--- src/rtl/alu_pkg.sv ---
// Shared ALU definitions: divider FSM states, default width
// and width-dependent constants.
package alu_pkg;

    localparam int DIV_LEN = 9;

    typedef enum logic [2:0] {
        IDLE,
        PREP,
        ITER,
        FIX,
        DONE
    } div_state_t;

    function automatic logic [63:0] MIN_VAL(input int len);
        return 64'd1 << (len - 1);
    endfunction

    function automatic logic [63:0] NEG_ONE(input int len);
        return ~64'd0 >> (64 - len);
    endfunction

endpackage

--- src/rtl/seq_divider_if.sv ---
// Operand and result handshake bundle for the sequential divider.
// The master side is the issuing datapath; the slave side is the divider.
interface seq_divider_if
    import alu_pkg::*;
#(
    parameter int LEN = DIV_LEN
);

    logic           in_valid;
    logic           in_ready;
    logic [LEN-1:0] dividend;
    logic [LEN-1:0] divisor;
    logic           out_valid;
    logic           out_ready;
    logic [LEN-1:0] quotient;
    logic [LEN-1:0] remainder;
    logic           div_by_zero;
    logic           overflow;

    modport master (
        output in_valid,
        output dividend,
        output divisor,
        output out_ready,
        input  in_ready,
        input  out_valid,
        input  quotient,
        input  remainder,
        input  div_by_zero,
        input  overflow
    );

    modport slave (
        input  in_valid,
        input  dividend,
        input  divisor,
        input  out_ready,
        output in_ready,
        output out_valid,
        output quotient,
        output remainder,
        output div_by_zero,
        output overflow
    );

endinterface

--- src/rtl/div_step.sv ---
// One radix-2 restoring step: shift in a dividend bit, trial-subtract
// the divisor magnitude, keep or restore.
module div_step
    import alu_pkg::*;
#(
    parameter int LEN = DIV_LEN
) (
    input  logic [LEN:0]   rem_i,
    input  logic           bit_i,
    input  logic [LEN-1:0] dsr_i,
    output logic [LEN:0]   rem_o,
    output logic           q_o
);

    logic [LEN:0] sh;
    logic [LEN:0] diff;

    always_comb begin
        sh    = {rem_i[LEN-1:0], bit_i};
        diff  = sh - {1'b0, dsr_i};
        // A set top bit means the shifted value already exceeds any divisor.
        q_o   = rem_i[LEN] | ~diff[LEN];
        rem_o = q_o ? diff : sh;
    end

endmodule

--- src/rtl/seq_divider.sv ---
// Multi-cycle signed restoring divider with valid/ready on both sides,
// divide-by-zero and MIN/-1 overflow detection.
module seq_divider
    import alu_pkg::*;
#(
    parameter int LEN = DIV_LEN
) (
    input  logic         clk,
    input  logic         rstn,
    seq_divider_if.slave bus
);

    localparam int CW = $clog2(LEN);
    localparam logic [LEN-1:0] MIN_V  = LEN'(MIN_VAL(LEN));
    localparam logic [LEN-1:0] NEG1_V = LEN'(NEG_ONE(LEN));

    div_state_t     state_q;
    logic [CW-1:0]  cnt_q;
    logic [LEN:0]   rem_q;
    logic [LEN-1:0] dvd_q;
    logic [LEN-1:0] dsr_q;
    logic [LEN-1:0] a_q;
    logic [LEN-1:0] b_q;
    logic           nq_q;
    logic           nr_q;
    logic           dz_q;
    logic           ov_q;
    logic           rdy_q;
    logic           vld_q;
    logic           dbz_q;
    logic           ovf_q;
    logic [LEN-1:0] quo_q;
    logic [LEN-1:0] rmd_q;

    logic [LEN-1:0] mag_a_d;
    logic [LEN-1:0] mag_b_d;
    logic           is_dz_d;
    logic           is_ov_d;
    logic [LEN:0]   step_rem;
    logic           step_q;

    always_comb begin
        mag_a_d = a_q[LEN-1] ? -a_q : a_q;
        mag_b_d = b_q[LEN-1] ? -b_q : b_q;
        is_dz_d = (b_q == '0);
        is_ov_d = (a_q == MIN_V) && (b_q == NEG1_V);
    end

    div_step #(.LEN(LEN)) u_step (
        .rem_i (rem_q),
        .bit_i (dvd_q[LEN-1]),
        .dsr_i (dsr_q),
        .rem_o (step_rem),
        .q_o   (step_q)
    );

    always_ff @(posedge clk or negedge rstn) begin
        if (!rstn) begin
            state_q <= IDLE;
            cnt_q   <= '0;
            rem_q   <= '0;
            dvd_q   <= '0;
            dsr_q   <= '0;
            a_q     <= '0;
            b_q     <= '0;
            nq_q    <= 1'b0;
            nr_q    <= 1'b0;
            dz_q    <= 1'b0;
            ov_q    <= 1'b0;
            rdy_q   <= 1'b1;
            vld_q   <= 1'b0;
            dbz_q   <= 1'b0;
            ovf_q   <= 1'b0;
            quo_q   <= '0;
            rmd_q   <= '0;
        end else begin
            unique case (state_q)
                IDLE: begin
                    if (bus.in_valid && rdy_q) begin
                        a_q     <= bus.dividend;
                        b_q     <= bus.divisor;
                        rdy_q   <= 1'b0;
                        dbz_q   <= 1'b0;
                        ovf_q   <= 1'b0;
                        state_q <= PREP;
                    end
                end
                PREP: begin
                    // Special cases preload the final values and pass
                    // through FIX with negation disabled.
                    unique case (1'b1)
                        is_dz_d: begin
                            dvd_q   <= NEG1_V;
                            rem_q   <= {1'b0, a_q};
                            nq_q    <= 1'b0;
                            nr_q    <= 1'b0;
                            dz_q    <= 1'b1;
                            ov_q    <= 1'b0;
                            state_q <= FIX;
                        end
                        is_ov_d: begin
                            dvd_q   <= MIN_V;
                            rem_q   <= '0;
                            nq_q    <= 1'b0;
                            nr_q    <= 1'b0;
                            dz_q    <= 1'b0;
                            ov_q    <= 1'b1;
                            state_q <= FIX;
                        end
                        default: begin
                            dvd_q   <= mag_a_d;
                            dsr_q   <= mag_b_d;
                            rem_q   <= '0;
                            nq_q    <= a_q[LEN-1] ^ b_q[LEN-1];
                            nr_q    <= a_q[LEN-1];
                            dz_q    <= 1'b0;
                            ov_q    <= 1'b0;
                            cnt_q   <= CW'(LEN - 1);
                            state_q <= ITER;
                        end
                    endcase
                end
                ITER: begin
                    rem_q <= step_rem;
                    dvd_q <= {dvd_q[LEN-2:0], step_q};
                    if (cnt_q == '0) begin
                        state_q <= FIX;
                    end else begin
                        cnt_q <= cnt_q - 1'b1;
                    end
                end
                FIX: begin
                    quo_q   <= nq_q ? -dvd_q : dvd_q;
                    rmd_q   <= nr_q ? -rem_q[LEN-1:0] : rem_q[LEN-1:0];
                    dbz_q   <= dz_q;
                    ovf_q   <= ov_q;
                    vld_q   <= 1'b1;
                    state_q <= DONE;
                end
                DONE: begin
                    if (bus.out_ready) begin
                        vld_q   <= 1'b0;
                        rdy_q   <= 1'b1;
                        state_q <= IDLE;
                    end
                end
                default: state_q <= IDLE;
            endcase
        end
    end

    assign bus.in_ready    = rdy_q;
    assign bus.out_valid   = vld_q;
    assign bus.quotient    = quo_q;
    assign bus.remainder   = rmd_q;
    assign bus.div_by_zero = dbz_q;
    assign bus.overflow    = ovf_q;

endmodule

--- src/flat_wrapper.sv ---
// flat-port wrapper written by rule: the top's interface ports become plain ports
module seq_divider_flat import alu_pkg::*;
#(
    parameter int LEN = DIV_LEN
)
  (clk, rstn, bus_in_valid, bus_dividend, bus_divisor, bus_out_ready, bus_in_ready, bus_out_valid, bus_quotient, bus_remainder, bus_div_by_zero, bus_overflow);
  seq_divider_if #(.LEN(LEN)) bus_i ();
  input  logic clk;
  input  logic rstn;
  input wire logic [$bits(bus_i.in_valid)-1:0] bus_in_valid;
  input wire logic [$bits(bus_i.dividend)-1:0] bus_dividend;
  input wire logic [$bits(bus_i.divisor)-1:0] bus_divisor;
  input wire logic [$bits(bus_i.out_ready)-1:0] bus_out_ready;
  output wire logic [$bits(bus_i.in_ready)-1:0] bus_in_ready;
  output wire logic [$bits(bus_i.out_valid)-1:0] bus_out_valid;
  output wire logic [$bits(bus_i.quotient)-1:0] bus_quotient;
  output wire logic [$bits(bus_i.remainder)-1:0] bus_remainder;
  output wire logic [$bits(bus_i.div_by_zero)-1:0] bus_div_by_zero;
  output wire logic [$bits(bus_i.overflow)-1:0] bus_overflow;
  assign bus_i.in_valid = bus_in_valid;
  assign bus_i.dividend = bus_dividend;
  assign bus_i.divisor = bus_divisor;
  assign bus_i.out_ready = bus_out_ready;
  assign bus_in_ready = bus_i.in_ready;
  assign bus_out_valid = bus_i.out_valid;
  assign bus_quotient = bus_i.quotient;
  assign bus_remainder = bus_i.remainder;
  assign bus_div_by_zero = bus_i.div_by_zero;
  assign bus_overflow = bus_i.overflow;
  seq_divider #(.LEN(LEN)) u_core (.clk(clk), .rstn(rstn), .bus(bus_i));
endmodule
--- config.mk ---
export PLATFORM = sky130hd
export DESIGN_NAME = seq_divider_flat
export DESIGN_NICKNAME = d
export VERILOG_FILES = /design/src/rtl/alu_pkg.sv /design/src/rtl/seq_divider_if.sv /design/src/rtl/div_step.sv /design/src/rtl/seq_divider.sv /design/src/flat_wrapper.sv
export SDC_FILE = /design/constraint.sdc
export NUM_CORES = 1
export LEC_CHECK = 0
export ABC_AREA = 1
export BUFFER_PORTS_ARGS = -buffer_cell sky130_fd_sc_hd__buf_2
export CELL_PAD_IN_SITES_DETAIL_PLACEMENT = 0
export CELL_PAD_IN_SITES_GLOBAL_PLACEMENT = 2
export CORE_MARGIN = 3
export CORE_UTILIZATION = 36
export DETAILED_ROUTE_END_ITERATION = 10
export PLACE_DENSITY_LB_ADDON = 0.1
export SYNTH_ARGS = -nofsm -noshare
export SYNTH_HDL_FRONTEND = slang
export SYNTH_SLANG_ARGS = --single-unit
--- constraint.sdc ---
create_clock -name clk -period 2.6 [get_ports clk]
set_input_delay 0.39 -clock clk [delete_from_list [all_inputs] [get_ports clk]]
set_output_delay 0.39 -clock clk [all_outputs]
set_load 0.005 [all_outputs]
# ---- Word level (Yosys, flattened, before mapping)
# Index checks and enable logic that the tools add are counted.
dict set report classes {
  n_addsub 6
  eq_ne 11
  mux 28
  bitwise 4
  reduce_logical 17
}
# operator count
set op_table {}
lappend op_table {{9-bit two-way mux} 5}
lappend op_table {{9-bit negator} 4}
lappend op_table {{9-bit one-hot mux with 2 select lines} 2}
lappend op_table {{10-bit one-hot mux with 2 select lines} 1}
lappend op_table {{9-bit equality test (second input constant)} 2}
lappend op_table {{3-bit one-hot mux with 5 select lines} 1}
lappend op_table {{10-bit two-way mux} 1}
lappend op_table {{10-bit by 9-bit subtractor with 10-bit output} 1}
lappend op_table {{9-bit zero test} 1}
lappend op_table {{3-bit two-way mux} 3}
lappend op_table {{3-bit AND reduction} 3}
lappend op_table {{1-bit two-way mux} 8}
lappend op_table {{4-bit two-way mux} 2}
lappend op_table {{1-bit one-hot mux with 2 select lines} 4}
lappend op_table {{4-bit one-hot mux with 2 select lines} 1}
lappend op_table {{2-bit AND reduction} 4}
lappend op_table {{2-bit nonzero test} 4}
lappend op_table {{3-bit by 2-bit equality test with 1-bit output (second input constant)} 2}
lappend op_table {{2-bit != test (second input constant)} 3}
lappend op_table {{4-bit zero test} 1}
lappend op_table {{2-bit by 1-bit != test with 1-bit output (second input constant)} 2}
lappend op_table {{4-bit by 1-bit subtractor with 4-bit output (second input constant)} 1}
lappend op_table {{3-bit by 1-bit equality test with 1-bit output (second input constant)} 1}
lappend op_table {{3-bit equality test (second input constant)} 1}
lappend op_table {{other kinds (6)} 8}
dict set report totals {
  ff_bits 79
  inputBits 22
  wordCells 83
}

# ---- Longest topological paths before layout
# Gate-level depths: netlist of the first run.
dict set report logic_depth {
  word_depth 5
  mapped_depth 14
  depth_no_buf 14
}

# ---- Modules after synthesis
# Synthesis of the first run repeated with hierarchy kept, for this count alone.
dict set report unflattened {
  hier_cells 623
  hier_area_um2 4827.1
}
# mod instances cells_per_inst area_per_inst_um2
set modules_own_cells {}
lappend modules_own_cells {seq_divider 1 509 4139.0}
lappend modules_own_cells {div_step 1 114 688.2}

# ---- Worst setup path after synthesis of the first run
# OpenSTA, ideal clock, no wires.
dict set report synth_timing {
  kind {register -> register}
  from {register u_core.dvd_q[8]}
  to {register u_core.rem_q[6]}
  arrival_ns 1.768
  required_ns 2.484
  path_slack_ns 0.717
  path_stages_with_launch 12
  path_buffers 0
  period_less_slack_ns 1.883
  cell_sequence {dfrtp_1 > inv_1 > ha_1 > fa_1 > o21ai_0 > nand2_1 > nor2_1 > o21ai_0 > nand4_1 > nand2_1 > inv_1 > nand2_1}
}
dict set report synth_between {
  elab_chain_len 5
}
# item line
set synth_rtl {}
lappend synth_rtl {{start, declared} seq_divider.sv:20} ;# logic [LEN-1:0] dvd_q;
lappend synth_rtl {{start signal, assigned} seq_divider.sv:111} ;# dvd_q <= mag_a_d;
lappend synth_rtl {{start signal, assigned} seq_divider.sv:125} ;# dvd_q <= {dvd_q[LEN-2:0], step_q};
lappend synth_rtl {{10-bit by 9-bit subtractor with 10-bit output (*)} div_step.sv:20} ;# diff = sh - {1'b0, dsr_i};
lappend synth_rtl {{1-bit NOT} div_step.sv:22} ;# q_o = rem_i[LEN] | ~diff[LEN];
lappend synth_rtl {{1-bit OR} div_step.sv:22}
lappend synth_rtl {{10-bit two-way mux (*)} div_step.sv:23} ;# rem_o = q_o ? diff : sh;
lappend synth_rtl {{10-bit one-hot mux with 2 select lines (*)} seq_divider.sv:77} ;# unique case (state_q)
lappend synth_rtl {{end signal, assigned} seq_divider.sv:94} ;# rem_q <= {1'b0, a_q};
lappend synth_rtl {{end signal, assigned} seq_divider.sv:124} ;# rem_q <= step_rem;
lappend synth_rtl {{end, declared} seq_divider.sv:19} ;# logic [LEN:0] rem_q;
# Every way passes the cells marked *; elsewhere a longest branch is shown, timed or not.
# A chain may end at the register's enable or synchronous reset.

# ---- Final worst setup path of the first run
# Ends and elaborated chain as after synthesis.

==> metrics, run 1 <==
diodes inserted=0; arrival time worst endpoint=2.33 ns; CTS hold repair buffers=0; FF-to-FF setup slack=0.50 ns; WL final=11.6 mm; Worst-Skew Late Latency=0.34 ns; CP max stage cell=fa_1; # fillers=between 1,000 and 1,500; share of cells above drive strength 1=0.175; H-tree level count=3; top_reg_cell synth=dfrtp_1; port bufs=43; Placed Cells=790; 1st-pass router iterations=5; crit path cell chain=inv_1, ha_1, fa_1, o21ai_0, nand2_1, nor2_1, o21ai_0, nand4_1, nand2_1, inv_1, nand2_1; root buffer cell=clkbuf_16; Setup crit end kind=flip-flop; run status=completed; worst vdd ir=0.000545 V; final global-route overflow total=0; Mapped Area=0.00470 mm²; Yosys cell types=44; Die H=~120 µm; initial antenna violation count=0; worst-margin pin slew=0.529 ns; period utilisation layout=0.807; Mapped Avg Cell Area=8.01 µm²; GPL Wtd Cong=0.789; R2R Path End=u_core.rem_q[6]$_DFFE_PN0P_; Post-CTS Resized=0; async set-reset flop share out of synthesis=1.00; Leak=2.67 nW; RSZ-0062 raised after global routing=no; HP Class=in -> async; fmax=around 0.48 GHz; GR Util All Layers=0.172; critical path class=reg -> reg; Initial Utilization=0.370; Core ar.=~0.013 mm²; most used cell, CP=nand2_1; Ports=44; Worst Path Buf+Inv=2; Setup WS pre-CTS=0.490 ns; First DRT Iteration DRCs=around 170; endpoints failing hold=0; Avg Vias per Cell=4.79; WL/cell=14.5 µm; Seq/Total Area, Yosys=0.420; Clock Pin Slew Worst Setup and Hold Paths=0.06 ns; delay-heaviest family, CP=adder cells; Pwr Density=between 1000 and 1500 mW/mm²; clock buffer count from CTS=9; Period minus WS final=~2.1 ns; clock sink count=79; Placement Rows=41; post-route setup TNS=0 ns; Layout Nets=668; Routed Antenna Nets=0; Startpoint Class=flip-flop; worst reg2reg path depth=11; TritonCTS clock tree=built; max-cap violations=0; number of synthesized register bits=79; Layout area overhead=13.9%; warnings from Yosys=0; worst rel slew slack=0.647; first-pass GRT wire length=19.6 mm; RR Startpoint=u_core.dvd_q[8]$_DFFE_PN0P_; EDFF count, synth=0; Critical Path RT=2.83 ns; vias post-DR=3,861; pin count of the biggest net entering global routing=46; post-CTS setup buffer count=0; synthesized instance count=587; Max clock buf depth=2; largest fanout on the critical path=3; Final Setup Violations=0; Detailed Place HPWL=8.76 mm; vias in the first global route=3,765; DRC=0; worst clock skew=0.00667 ns; Die Area=0.0145 mm²; Max Slew Vio Count=0; Syn Nets=626; slowest stage delay, CP=~0.4 ns; final cell count without fillers=806; Chip Width=120 µm; Final WS setup=between 0.5 and 0.6 ns
cells by family (layout without fill, tap and decap cells):
| logic type | count (synthesis) | count (layout) | share of synthesized area |
|---|---|---|---|
| flip-flops | 79 | 79 | 0.420 |
| adder cells (fa/ha/maj) | 17 | 17 | 0.0468 |
| XOR/XNOR | 31 | 31 | 0.0577 |
| buffers and inverters | 97 | 144 | 0.0886 |
| AO/OA/AOI/OAI | 100 | 100 | 0.127 |
| AND/OR/NAND/NOR | 263 | 263 | 0.260 |
worst max-delay path by stage:
stage | from | end | cells past startpoint
2_1_floorplan | u_core.dvd_q[8]$_DFFE_PN0P_ | u_core.rem_q[6]$_DFFE_PN0P_ | 11
3_3_place_gp | u_core.dvd_q[8]$_DFFE_PN0P_ | u_core.rem_q[6]$_DFFE_PN0P_ | 11
3_5_place_dp | u_core.dvd_q[8]$_DFFE_PN0P_ | u_core.rem_q[6]$_DFFE_PN0P_ | 11
4_1_cts | u_core.dvd_q[8]$_DFFE_PN0P_ | u_core.rem_q[6]$_DFFE_PN0P_ | 11
5_1_grt | u_core.dvd_q[8]$_DFFE_PN0P_ | u_core.rem_q[6]$_DFFE_PN0P_ | 11
6_report | u_core.dvd_q[8]$_DFFE_PN0P_ | u_core.rem_q[6]$_DFFE_PN0P_ | 11
flip-flops by register name, summed over array words and instances (netlist names), 3 cells and up:
register              count
u_core.rem_q             10
u_core.a_q                9
u_core.b_q                9
u_core.bus.quotient       9
u_core.bus.remainder      9
u_core.dsr_q              9
u_core.dvd_q              9
u_core.cnt_q              4
u_core.state_q            3
where the power goes:
group	internal, mW	switching [mW]	leakage [nW]
registers	1.82	0.554	0.981
logic	1.50	2.60	1.55
clock network	0.673	0.518	0.135
total	3.98	3.67	2.67
cell type report:
cell class / count / area [µm²] / area share
Tap cell: 172 / 215 / 0.0402
Inverter: 80 / 308 / 0.0575
Clock buffer: 11 / 243 / 0.0453
Sequential cell: 79 / 1980 / 0.369
Clock inverter: 5 / 35.0 / 0.00654
Multi-Input combinational cell: 411 / 2310 / 0.431
Timing Repair Buffer: 48 / 268 / 0.0500
layer usage:
layer / global-route usage / vias up / part of all wire
met2: 0.271 / 58 / 0.46
met1: 0.242 / 1812 / 0.50
met3: 0.0421 / 6 / 0.032
met4: 0.0361 / 0 / 0.0077
li1: - / 1985 / -
met5: 0 / - / 0
metrics by stage:
step,area (µm²),hold slack [ns],util,total power [mW]
floorplan,4700,0.0944,-,5.47
detailed placement,5080,0.393,0.399,6.54
finish,5360,0.0121,0.421,7.65
CTS,5360,0.0188,0.421,7.77
global route,5360,0.0383,0.421,8.46
global placement,5080,0.386,0.399,6.51
cell usage after synthesis, types with 2 or more instances:
master | number | area [µm²]
nor2_4 | 2 | 22.5
a21oi_1 | 11 | 55.1
a22oi_1 | 2 | 15.0
ha_1 | 16 | 200
nor2_2 | 3 | 18.8
o31ai_1 | 5 | 37.5
inv_2 | 6 | 22.5
xnor2_1 | 7 | 61.3
nor2_1 | 27 | 101
o211ai_1 | 4 | 30.0
a31oi_1 | 4 | 25.0
o21ai_1 | 6 | 30.0
nand4_1 | 18 | 113
nand3_1 | 24 | 120
o21ai_0 | 50 | 250
buf_6 | 2 | 22.5
buf_2 | 7 | 35.0
inv_1 | 72 | 270
xor2_1 | 24 | 210
nor3_1 | 5 | 25.0
o21ai_2 | 6 | 52.6
nand3_2 | 5 | 50.1
o22ai_1 | 6 | 37.5
nand2_2 | 13 | 81.3
dfrtp_1 | 78 | 1950
nand2_4 | 3 | 33.8
clkbuf_1 | 5 | 18.8
a21oi_2 | 2 | 17.5
nand2_1 | 158 | 593
nor3_4 | 2 | 32.5
placed cells by master (no fill, tap or decap), types with 2 or more instances in the layout:
| master | count |
|---|---|
| o21ai_0 | 50 |
| xor2_1 | 24 |
| nand3_1 | 24 |
| xnor2_1 | 7 |
| nand2_2 | 13 |
| buf_2 | 42 |
| a31oi_1 | 4 |
| o31ai_1 | 5 |
| nor3_4 | 2 |
| nand3_2 | 5 |
| inv_1 | 72 |
| a22oi_1 | 2 |
| inv_2 | 6 |
| nand2_1 | 158 |
| a21oi_1 | 11 |
| a21oi_2 | 2 |
| clkinv_4 | 2 |
| nor3_1 | 5 |
| nand4_1 | 18 |
| buf_4 | 5 |
| clkinv_2 | 2 |
| nor2_2 | 3 |
| dfrtp_1 | 78 |
| o21ai_1 | 6 |
| nor2_1 | 27 |
| ha_1 | 16 |
| o21ai_2 | 6 |
| clkbuf_16 | 9 |
| o211ai_1 | 4 |
| nor2_4 | 2 |
| nand2_4 | 3 |
| o22ai_1 | 6 |
No activity file was read; power rests on OpenSTA's default activity.
==> inputs of run 2 (changes only) <==
--- a/config.mk
+++ b/config.mk
@@ -5,12 +5,12 @@
 export SDC_FILE = /design/constraint.sdc
 export NUM_CORES = 1
 export LEC_CHECK = 0
-export ABC_AREA = 1
+export ABC_AREA = 0
 export BUFFER_PORTS_ARGS = -buffer_cell sky130_fd_sc_hd__buf_2
 export CELL_PAD_IN_SITES_DETAIL_PLACEMENT = 0
 export CELL_PAD_IN_SITES_GLOBAL_PLACEMENT = 2
 export CORE_MARGIN = 3
-export CORE_UTILIZATION = 36
+export CORE_UTILIZATION = 37
 export DETAILED_ROUTE_END_ITERATION = 10
 export PLACE_DENSITY_LB_ADDON = 0.1
 export SYNTH_ARGS = -nofsm -noshare
==> constraint.sdc (replaced) <==
create_clock -name clk -period 2.2 [get_ports clk]
set_input_delay 0.33 -clock clk [delete_from_list [all_inputs] [get_ports clk]]
set_output_delay 0.33 -clock clk [all_outputs]
set_load 0.005 [all_outputs]
==> metrics, run 2 <==
run status=finished, violations left; failing checks=hold timing; max-cap violations=0; HP Class=in -> async; worst reg2reg path depth=6; Placement Rows=38; Chip Width=114 µm; Yosys cell types=54; number of synthesized register bits=79; Setup crit end kind=flip-flop; critical path class=reg -> reg; final global-route overflow total=0; Synth top area share=0.450; Final Setup Violations=0; Clock Pin Slew Worst Setup and Hold Paths=0.06 ns; slowest stage delay, CP=0.57 ns; root buffer cell=clkbuf_16; async set-reset flop share out of synthesis=1.00; Pwr Density=563 mW/mm²; crit path cell chain=or4_4, or4_4, nand2_8, a21oi_4, or3_1, o21ai_1; Initial Utilization=0.390; Ports=44; EDFF count, synth=0; first-pass GRT wire length=17.6 mm; Mapped Area=0.00433 mm²; FF-to-FF setup slack=0.004 ns; vias post-DR=3,454; Core ar.=0.0111 mm²; Routed Antenna Nets=0; worst clock skew=0.00992 ns; Die H=roughly 110 µm; period utilisation layout=0.998; Layout area overhead=29.2%; crit path launch=u_core.b_q[7]$_DFFE_PN0P_; Final Util=0.503; share of cells above drive strength 1=0.304; RSZ-0062 raised after global routing=yes; count leader, synth=dfrtp_1; most used cell, CP=or4_4; port bufs=43; Largest register FFs=10; total power=3.15 mW; WL final=approximately 10 mm; arrival time worst endpoint=2.47 ns; synthesized instance count=between 400 and 500; warnings from Yosys=0; Startpoint Class=flip-flop; Max Slew Vio Count=0; clock sink count=79; Die Area=0.0130 mm²; Hold WS=-0.00402 ns; # fillers=1,046; Syn Nets=494; RR Startpoint=u_core.b_q[7]$_DFFE_PN0P_; largest fanout on the critical path=8; initial antenna violation count=0; Avg Vias per Cell=approximately 5; Max clock buf depth=2; Layout Nets=577; top cells by area, synth=dfrtp_1, o21ai_0, nand2_1, ha_1, xor2_1; worst rel slew slack=0.713; GR Util All Layers=0.172; Critical Path RT=2.47 ns; largest area contributor in the netlist=dfrtp_1; First DRT Iteration DRCs=154; Detailed Place HPWL=between 7 and 8 mm; DRC=0; Worst-Skew Late Latency=between 0.3 and 0.4 ns; CP max stage cell=or4_4; Seq/Total Area, Yosys=0.456; Leak=2.62 nW; Mapped Avg Cell Area=9.53 µm²; post-route setup TNS=0 ns; Period minus WS final=2.20 ns; worst vdd ir=0.000540 V; endpoints failing hold=2; vias in the first global route=3,445; WL/cell=15.2 µm; CP Capture Point=u_core.cnt_q[0]$_DFFE_PN0P_; R2R Path End=u_core.cnt_q[0]$_DFFE_PN0P_; diodes inserted=0; Largest Register=u_core.rem_q; TritonCTS clock tree=built; clock buffer count from CTS=9; GPL Wtd Cong=0.829; commonest non-fill, non-tap cells in the layout=dfrtp_1, nand2_1, o21ai_0, buf_4, buf_2; 1st-pass router iterations=4; commonest non-fill, non-tap cell in the layout=dfrtp_1; Post-synth top cells=dfrtp_1, nand2_1, o21ai_0; pin count of the biggest net entering global routing=80; H-tree level count=3; worst-margin pin slew=0.431 ns; fmax=0.455 GHz; top_reg_cell synth=dfrtp_1; design area=approximately 0.0056 mm²; dpl cell area=0.00501 mm²
run 2: changes by cell type in the layout (fill, tap and decap cells not counted), moves of 9 or more:
cell     change
inv_1       -50
mux2_2      +14
nor2_1       -9
nand4_1     -16
nand3_1     -20
nand2_1     -94
buf_4       +44
nand2_2     -12
run 2: kinds of logic after synthesis:
logic type,count (synthesis),share of synthesized area
compound gates,121,0.172
xor+xnor,37,0.0748
fa+ha+maj,17,0.0508
buf+inv,50,0.0459
flops,79,0.456
mux,19,0.0491
simple gates,132,0.151
run 2: worst min path at each step:
stage	start	slack (ns)	cells after the start	endpoint
3_5_place_dp	rstn	0.39	2	u_core.bus.quotient[5]$_DFFE_PN0P_
2_1_floorplan	rstn	0.03	0	u_core.a_q[0]$_DFFE_PN0P_
4_1_cts	rstn	0.02	2	u_core.bus.quotient[3]$_DFFE_PN0P_
3_3_place_gp	rstn	0.39	2	u_core.bus.quotient[5]$_DFFE_PN0P_
6_report	rstn	-0.004	2	u_core.bus.quotient[6]$_DFFE_PN0P_
5_1_grt	rstn	0.04	2	u_core.bus.remainder[1]$_DFFE_PN0P_
run 2: per-layer routing:
layer	global-route usage	up-vias	routed length, µm
met1	0.237	1616	5050
met2	0.268	56	4790
li1	-	1766	-
met4	0.0657	0	227
met5	0	-	0
met3	0.0328	16	332
run 2: per-stage QoR:
stage,cells,hold slack [ns],setup WS (ns)
after CTS,678,0.0172,0.0142
final,683,-0.00402,0.00412
after detailed placement,661,0.389,-0.158
after floorplan,455,0.0344,0.0163
after global placement,661,0.391,-0.0620
after global routing,683,0.0422,-0.0613
run 2: final cells by class:
| type | instances | area, µm² | share of cell area |
|---|---|---|---|
| inverters | 25 | 93.8 | 0.0168 |
| repair buffers | 96 | 652 | 0.116 |
| flip-flops and latches | 79 | 1980 | 0.353 |
| well taps | 140 | 175 | 0.0313 |
| clock inverters | 6 | 92.6 | 0.0165 |
| clock buffers | 10 | 239 | 0.0427 |
| multi-input cells | 327 | 2370 | 0.423 |
run 2: power breakdown:
part | switching, mW | internal (mW)
sequential | 0 | 1.45
combinational | 0.0342 | 0.0184
clock | 0.619 | 1.03
run 2: timing repair:
action,4_1_cts,5_1_grt
gates cloned,1,0
pin swaps,4,18
buffers inserted,0,5
gates resized for setup,17,21
hold buffers,0,0
endpoints found under the setup margin,11,15
run 2: critical path: cells and delay by family (launching register included):
| family | cells | cell delay, ns |
|---|---|---|
| compound gates | 2 | 0.14 |
| simple gates | 4 | 1.61 |
| flops | 1 | 0.38 |
